[src/rtl/sig_frame_scheduler.sv]
// Frame sequencer ahead of the hamming window: cuts the audio stream into
// 50%-overlapped frames, replaying the overlap half from a local buffer.
module sig_frame_scheduler #(
    parameter int FRAME_LEN = 512
) (
    input  logic        clk,
    input  logic        rst,
    input  logic        start,
    input  logic        stop,
    input  logic [15:0] audio_out,
    input  logic        audio_valid,
    output logic        audio_rdy,
    output logic [15:0] win_audio_out,
    output logic        win_audio_valid,
    input  logic        win_audio_rdy,
    output logic        win_init,
    input  logic        win_retire,
    output logic        frame_start,
    output logic        frame_done,
    output logic [15:0] frame_idx,
    output logic        busy
);

    localparam int HOP = FRAME_LEN / 2;
    localparam int AW  = $clog2(HOP);
    localparam int CW  = $clog2(FRAME_LEN) + 1;

    localparam logic [CW-1:0] CNT_LAST = CW'(FRAME_LEN - 1);
    localparam logic [CW-1:0] CNT_FULL = CW'(FRAME_LEN);
    localparam logic [CW-1:0] CNT_HOP  = CW'(HOP);
    localparam logic [AW-1:0] ADDR_END = '1;

    typedef enum logic [2:0] {
        IDLE,
        INIT,
        FILL,
        RD,
        RPL,
        NEW,
        DRAIN
    } state_t;

    state_t        state;
    logic [CW-1:0] s_cnt;
    logic [CW-1:0] r_cnt;
    logic [AW-1:0] b_addr;
    logic          stop_req;

    logic [15:0]   mem [HOP];
    logic [15:0]   rd_data;
    logic          hs;
    logic          wr_en;
    logic [AW-1:0] wr_addr;

    // Pass-through in FILL/NEW is purely combinational; replay shows RAM data.
    always_comb begin
        win_audio_out   = '0;
        win_audio_valid = 1'b0;
        audio_rdy       = 1'b0;
        unique case (state)
            FILL, NEW: begin
                win_audio_out   = audio_out;
                win_audio_valid = audio_valid;
                audio_rdy       = win_audio_rdy;
            end
            RPL: begin
                win_audio_out   = rd_data;
                win_audio_valid = 1'b1;
            end
            default: ;
        endcase
    end

    assign hs          = win_audio_valid && win_audio_rdy;
    assign frame_start = hs && (s_cnt == '0);
    assign frame_done  = (state == DRAIN) && (r_cnt == CNT_FULL);

    // Frame 0 stores its second half by sample position; later frames
    // overwrite the slot just replayed, so the buffer always holds the
    // newest HOP samples in arrival order starting at address 0.
    assign wr_en   = hs && (((state == FILL) && (s_cnt >= CNT_HOP))
                            || (state == NEW));
    assign wr_addr = (state == FILL) ? s_cnt[AW-1:0] : b_addr;

    always_ff @(posedge clk) begin
        if (wr_en) begin
            mem[wr_addr] <= audio_out;
        end
    end

    always_ff @(posedge clk) begin
        if (state == RD) begin
            rd_data <= mem[b_addr];
        end
    end

    always_ff @(posedge clk) begin
        if (rst) begin
            state    <= IDLE;
            s_cnt    <= '0;
            r_cnt    <= '0;
            b_addr   <= '0;
            stop_req <= 1'b0;
            win_init <= 1'b0;
            busy     <= 1'b0;
            frame_idx <= '0;
        end else begin
            if (state != IDLE && win_retire) begin
                r_cnt <= r_cnt + 1'b1;
            end
            if (state != IDLE && stop) begin
                stop_req <= 1'b1;
            end
            unique case (state)
                IDLE: begin
                    if (start) begin
                        frame_idx <= '0;
                        s_cnt     <= '0;
                        r_cnt     <= '0;
                        b_addr    <= '0;
                        stop_req  <= 1'b0;
                        win_init  <= 1'b1;
                        busy      <= 1'b1;
                        state     <= INIT;
                    end
                end
                INIT: begin
                    win_init <= 1'b0;
                    state    <= FILL;
                end
                FILL: begin
                    if (hs) begin
                        s_cnt <= s_cnt + 1'b1;
                        if (s_cnt == CNT_LAST) begin
                            state <= DRAIN;
                        end
                    end
                end
                RD: begin
                    state <= RPL;
                end
                RPL: begin
                    if (hs) begin
                        s_cnt  <= s_cnt + 1'b1;
                        b_addr <= b_addr + 1'b1;
                        state  <= (b_addr == ADDR_END) ? NEW : RD;
                    end
                end
                NEW: begin
                    if (hs) begin
                        s_cnt  <= s_cnt + 1'b1;
                        b_addr <= b_addr + 1'b1;
                        if (s_cnt == CNT_LAST) begin
                            state <= DRAIN;
                        end
                    end
                end
                DRAIN: begin
                    if (r_cnt == CNT_FULL) begin
                        s_cnt <= '0;
                        r_cnt <= '0;
                        // A stop arriving on the final cycle still counts.
                        if (stop_req || stop) begin
                            stop_req <= 1'b0;
                            busy     <= 1'b0;
                            state    <= IDLE;
                        end else begin
                            frame_idx <= frame_idx + 1'b1;
                            state     <= RD;
                        end
                    end
                end
                default: begin
                    state <= IDLE;
                end
            endcase
        end
    end

endmodule

[config.mk]
export PLATFORM = sky130hd
export DESIGN_NAME = sig_frame_scheduler
export DESIGN_NICKNAME = d
export VERILOG_FILES = /design/src/rtl/sig_frame_scheduler.sv
export SDC_FILE = /design/constraint.sdc
export NUM_CORES = 2
export LEC_CHECK = 0
export BUFFER_PORTS_ARGS = -buffer_cell sky130_fd_sc_hd__buf_2
export CAP_MARGIN = 10
export CORE_MARGIN = 2
export CORE_UTILIZATION = 36
export DETAILED_ROUTE_END_ITERATION = 10
export PLACE_DENSITY = 0.6
export SLEW_MARGIN = 20
export SYNTH_ARGS = -nofsm -noshare
export SYNTH_HDL_FRONTEND = slang
export SYNTH_SLANG_ARGS = --single-unit
[constraint.sdc]
create_clock -name clk -period 3.5 [get_ports clk]
set_input_delay 0.175 -clock clk [delete_from_list [all_inputs] [get_ports clk]]
set_output_delay 0.175 -clock clk [all_outputs]
set_load 0.005 [all_outputs]
[After elaboration in Yosys (flattened, before gate mapping)]
Memories as Yosys holds them, arrays and structs flattened. A register that Yosys moved wholly into a read port is not among the register bits.
Index checks and enable logic that the tools add are counted.
Word-level totals
  word-level logic and storage cells: 96
  bits of input ports: 23
  bits in registers: 50
  output and inout port bits: 38
  memories: 1
  memory bits (writable): 4096
Memory list
  mem: words 256, width 16, read ports 1, clocked after Yosys merged registers in 1, wr ports 1, RTL line 49  | logic [15:0] mem [HOP];
Cells by class
  multiplexer cells: 39
  reduce and logical (&&, ||, !) cells: 25
  magnitude comparators: 1
  $add $sub $neg: 4
  equality and inequality tests: 18
Operators with widths (count)
  case mux 16 bit (2 select lines): 2
  2-to-1 mux 10 bit: 6
  2-to-1 mux 16 bit: 3
  case mux 10 bit (3 select lines): 1
  2-to-1 mux 8 bit: 3
  adder 10 x 1 -> 10 bit (second input constant): 2
  case mux 10 bit (2 select lines): 1
  2-to-1 mux 3 bit: 6
  case mux 3 bit (6 select lines): 1
  adder 16 x 1 -> 16 bit (second input constant): 1
  case mux 8 bit (2 select lines): 1
  inequality test 2 x 1 -> 1 bit (second input constant): 6
  AND reduction 4 bit: 3
  == test 10 bit (second input constant): 1
  == test 10 x 9 -> 1 bit (second input constant): 1
  >= comparator 10 x 9 -> 1 bit (second input constant): 1
  logical NOT 10 bit: 1
  2-to-1 mux 1 bit: 10
  == test 3 bit (second input constant): 3
  adder 8 x 1 -> 8 bit (second input constant): 1
  == test 8 bit (second input constant): 1
  case mux 1 bit (2 select lines): 4
  logical AND 1 bit: 7
  == test 3 x 2 -> 1 bit (second input constant): 2
  other kinds (12): 19

[Depth between registers and ports, before layout]
  word-level depth: 7
  gate-level depth with buffers: 14
  mapped depth without buffers: 8

[Worst setup path after synthesis]
Ideal clock, no wire load.
  kind: flip-flop to flip-flop
  start: register b_addr[0]
  end: memory mem[81][0], enable pin
  library setup time: 0.388 ns
  period minus slack after synthesis: 3.443 ns
  arrival: 3.054 ns
  required time: 3.112 ns
  setup slack: 0.057 ns
  path buffers: 9
  cell stages (with the launch flop): 14
  path through: dfxtp_1 buf_6 buf_8 buf_8 buf_8 buf_6 buf_6 buf_6 buf_4 nand3b_1 a21oi_1 nand2_1 buf_2 nor2_1
Between the ends
  longest elaborated chain between the ends: 1
Ends and longest elaborated chain
  start, declared: RTL line 46  | logic [AW-1:0] b_addr;
  start signal, assigned: RTL line 145  | b_addr <= b_addr + 1'b1;
  start signal, assigned: RTL line 152  | b_addr <= b_addr + 1'b1;
  2-to-1 mux 8 bit: RTL line 83  | assign wr_addr = (state == FILL) ? s_cnt[AW-1:0] : b_addr;
  end, declared: RTL line 49
Every way passes these cells.

==> impl_metrics.toml <==
[run_status]
status = "complete, but fails checks"
violations = "setup timing"

[detailed_routing]
route.detailed.drc = 0
detail-route-antenna-nets = 0
num_vias = 83207
detail_route.vias_per_cell = 5.70
totalWireLength_um = 472000
first_iter_violations = 12519
routedWlPerCell_um = 32.3
firstDrtPassIters = 6

[clock_network]
clock_path_buffers = 4
cts_buffers = 417
htreeDepth = 5
ctsRootBufferMaster = "clkbuf_16"
tritoncts = "done"
path_clk_slew_ns = 0.07
insertion_delay_ns = 1.01
cts_num_sinks = 4162

[critical_path]
crit_chain = "buf_12 > buf_16 > buf_12 > mux4_2 > mux4_2 > o211ai_1 > a21oi_1 > or3_1"
worst_path_dominant_cell_family = "multiplexers"
arrival_ns = 4.37
start_kind = "flip-flop"
max_stage_delay_ns = 0.57
crit_buf_inv = 3
critPathCaptureType = "flip-flop"
worstPathMaxFanout = 29
slowest_stage = "mux4_2"
critical_path_class = "flip-flop to flip-flop"
required_ns = 4.25

[cells_and_area]
instances_no_fill = 14608
multi_input_area_mm2 = 0.0344
finalNetCount = 8347
layout.area.seq_mm2 = 0.125
fillers = 37641
drive_gt1_share_pct = 33.2
fin_util_pct = 43.0
final_area_mm2 = 0.191
area_growth_pct = 19.1

[timing]
finalSetupViolations = 5
rsz0062_at_grt = "true"
finalClockSkew_ns = 0.0954
fmax_mhz = 276
worst_pin_slew_ns = 1.29
finalCritPeriodShare_pct = 103
slew-limit-headroom_pct = 14.2
setup_tns_ns = -0.197
final.min_clock_period_ns = 3.62
finalHoldViolations = 0
maxSlewViolCount = 0
worst_slack_ns = -0.122

[synth]
synth_most_common_cell = "edfxtp_1"
synth_mux_area_share_pct = 16.4
synthesis.nets = 7276
synthCells = 7247
ys_types = 74
synth.area.top_cells = "edfxtp_1, mux4_2, mux2i_1, nor2_1, dfxtp_1"
ys_seq_area_share_pct = 77.5
syn_area_mm2 = 0.161
synth_edf_count = 4112
async_flop_share_pct = 0
ys_seq_elements = 4162
synthTopCellsByCount = "edfxtp_1, mux4_2, nor2_1, mux2i_1, clkbuf_1"
yosys_warnings = 0
synth_top_family_by_area = "multiplexers"
synth_area_leader_cell = "edfxtp_1"
synth_top_area_share_pct = 76.8
synthXorXnorAreaFrac_pct = 0.180
syn_area_per_cell_um2 = 22.2
yosys.area_share.simple_pct = 1.78
synth_compound_area_share_pct = 2.61
synthAdderAreaFrac_pct = 0.0467
synth_top_flop_cell = "edfxtp_1"

[die]
fp.dieW_um = 672
core_mm2 = 0.445
core.rowCount = 245
dieArea_mm2 = 0.452
pin_count = 61
die_h_um = 672
initial_core_util_pct = 36.1

[grt]
grt_max_degree = 155
grt_most_used_layer = "met2"
antenna_found_initial = 29
globalRouteMet1Util_pct = 28.1
grtUsageMet2_pct = 32.7
grt.overflow.total = 0
grt_pass1_wl_um = 655000
grt_usage_pct = 20.5
grt_pass1_vias = 81867
met3_usage_pct = 4.06

[power_and_ir_drop]
power_frac_seq_pct = 52.3
p_per_area_mw_per_mm2 = 548
peakVddDrop_mv = 0.422
switching_share_pct = 21.0
p_leak_nw = 59.0
p_int_w = 0.0829
p_comb_share_pct = 4.8
power_switching_w = 0.0220
p_clk_share_pct = 42.9

[placed_design]
place.detailed.hpwl_um = 294000
dp_cells = 13790
dpl_worst_slack_ns = -0.688
placed_area_mm2 = 0.177
gp_congestion = 0.889
io_buffers = 60

[run]
drv_cap = 0

[hold_path]
hp-class = "input port to flip-flop"
==> tightest hold or removal path, cell delays in order <==
cell           delay, ns
dlygate4sd3_1       0.52
buf_2               0.11
nor2_1              0.06
o21ai_0             0.14
a21oi_1             0.07
==> cell usage in the layout, fill, tap and decap left out, drive strengths merged, types with 22 or more instances in the layout <==
| cell type | instances |
|---|---|
| buf | 1037 |
| nor2 | 356 |
| edfxtp | 4112 |
| a22oi | 75 |
| o221ai | 42 |
| clkinv | 187 |
| mux4 | 1027 |
| a221oi | 79 |
| bufinv | 53 |
| nand3 | 39 |
| clkbuf | 506 |
| dlygate4sd3 | 26 |
| a22o | 28 |
| a21oi | 143 |
| nand4 | 22 |
| nand2 | 141 |
| inv | 26 |
| mux2i | 311 |
| o21ai | 104 |
| dfxtp | 50 |
==> cells by family (layout without fill, tap and decap cells) <==
| group | count (synthesis) | count (layout) |
|---|---|---|
| compound gates | 610 | 610 |
| mux | 1343 | 1343 |
| other cells | 0 | 18 |
| fa+ha+maj | 6 | 6 |
| flops | 4162 | 4162 |
| buf+inv | 435 | 1850 |
| simple gates | 658 | 658 |
| xor+xnor | 33 | 33 |
==> through the flow <==
step | hold slack (ns) | power (W)
6_report | 0.190 | 0.105
3_5_place_dp | 0.445 | 0.0608
5_1_grt | 0.180 | 0.108
3_3_place_gp | 0.426 | 0.0607
4_1_cts | 0.126 | 0.105
2_1_floorplan | 0.247 | 0.0585
==> sequential cells by signal, indices dropped and copies added (netlist names) <==
name / cells
b_addr: 8
busy: 1
frame_idx: 16
mem: 4096
r_cnt: 10
rd_data: 16
s_cnt: 10
state: 3
stop_req: 1
win_init: 1
==> per-layer routing <==
layer | up-vias | share of wire [%]
li1 | 32908 | -
met1 | 44744 | 39
met2 | 4755 | 47
met3 | 792 | 9.9
met4 | 8 | 4.0
met5 | - | 0.010
==> power groups by stage <==
stage,Sequential [W],Clock (W),Combinational (W)
detailed placement,0.0559,0,0.00491
floorplan,0.0559,0,0.00259
CTS,0.0548,0.0456,0.00501
finish,0.0549,0.0450,0.00506
global route,0.0548,0.0475,0.00531
global placement,0.0559,0,0.00479
==> final timing paths <==
kind	endpoint	cells after the start	startpoint	slack, ns
hold / removal	busy	5	stop	0.19
setup / recovery	rd_data[0]	8	b_addr[0]	-0.12
hold reg to reg	stop_req	2	stop_req	0.49
setup reg to reg	rd_data[0]	8	b_addr[0]	-0.12
==> area by class of cell <==
class                           count  area share (%)
Clock buffer                      500            5.68
Antenna cell                       18          0.0235
Tap cell                         5928            3.88
Sequential cell                  4162            65.1
Timing Repair Buffer             1071            5.84
Inverter                           16          0.0379
Clock inverter                    263            1.50
Multi-Input combinational cell   2650            18.0
==> what timing repair did <==
item                        CTS  global route
gates cloned                  2             1
gates resized for setup      49            24
pin swaps                     5             4
setup buffers                 6             1
hold endpoints to repair   1442             0
hold buffers                 26             0
setup endpoints to repair    28            14
(Power assumes the default switching activity.)
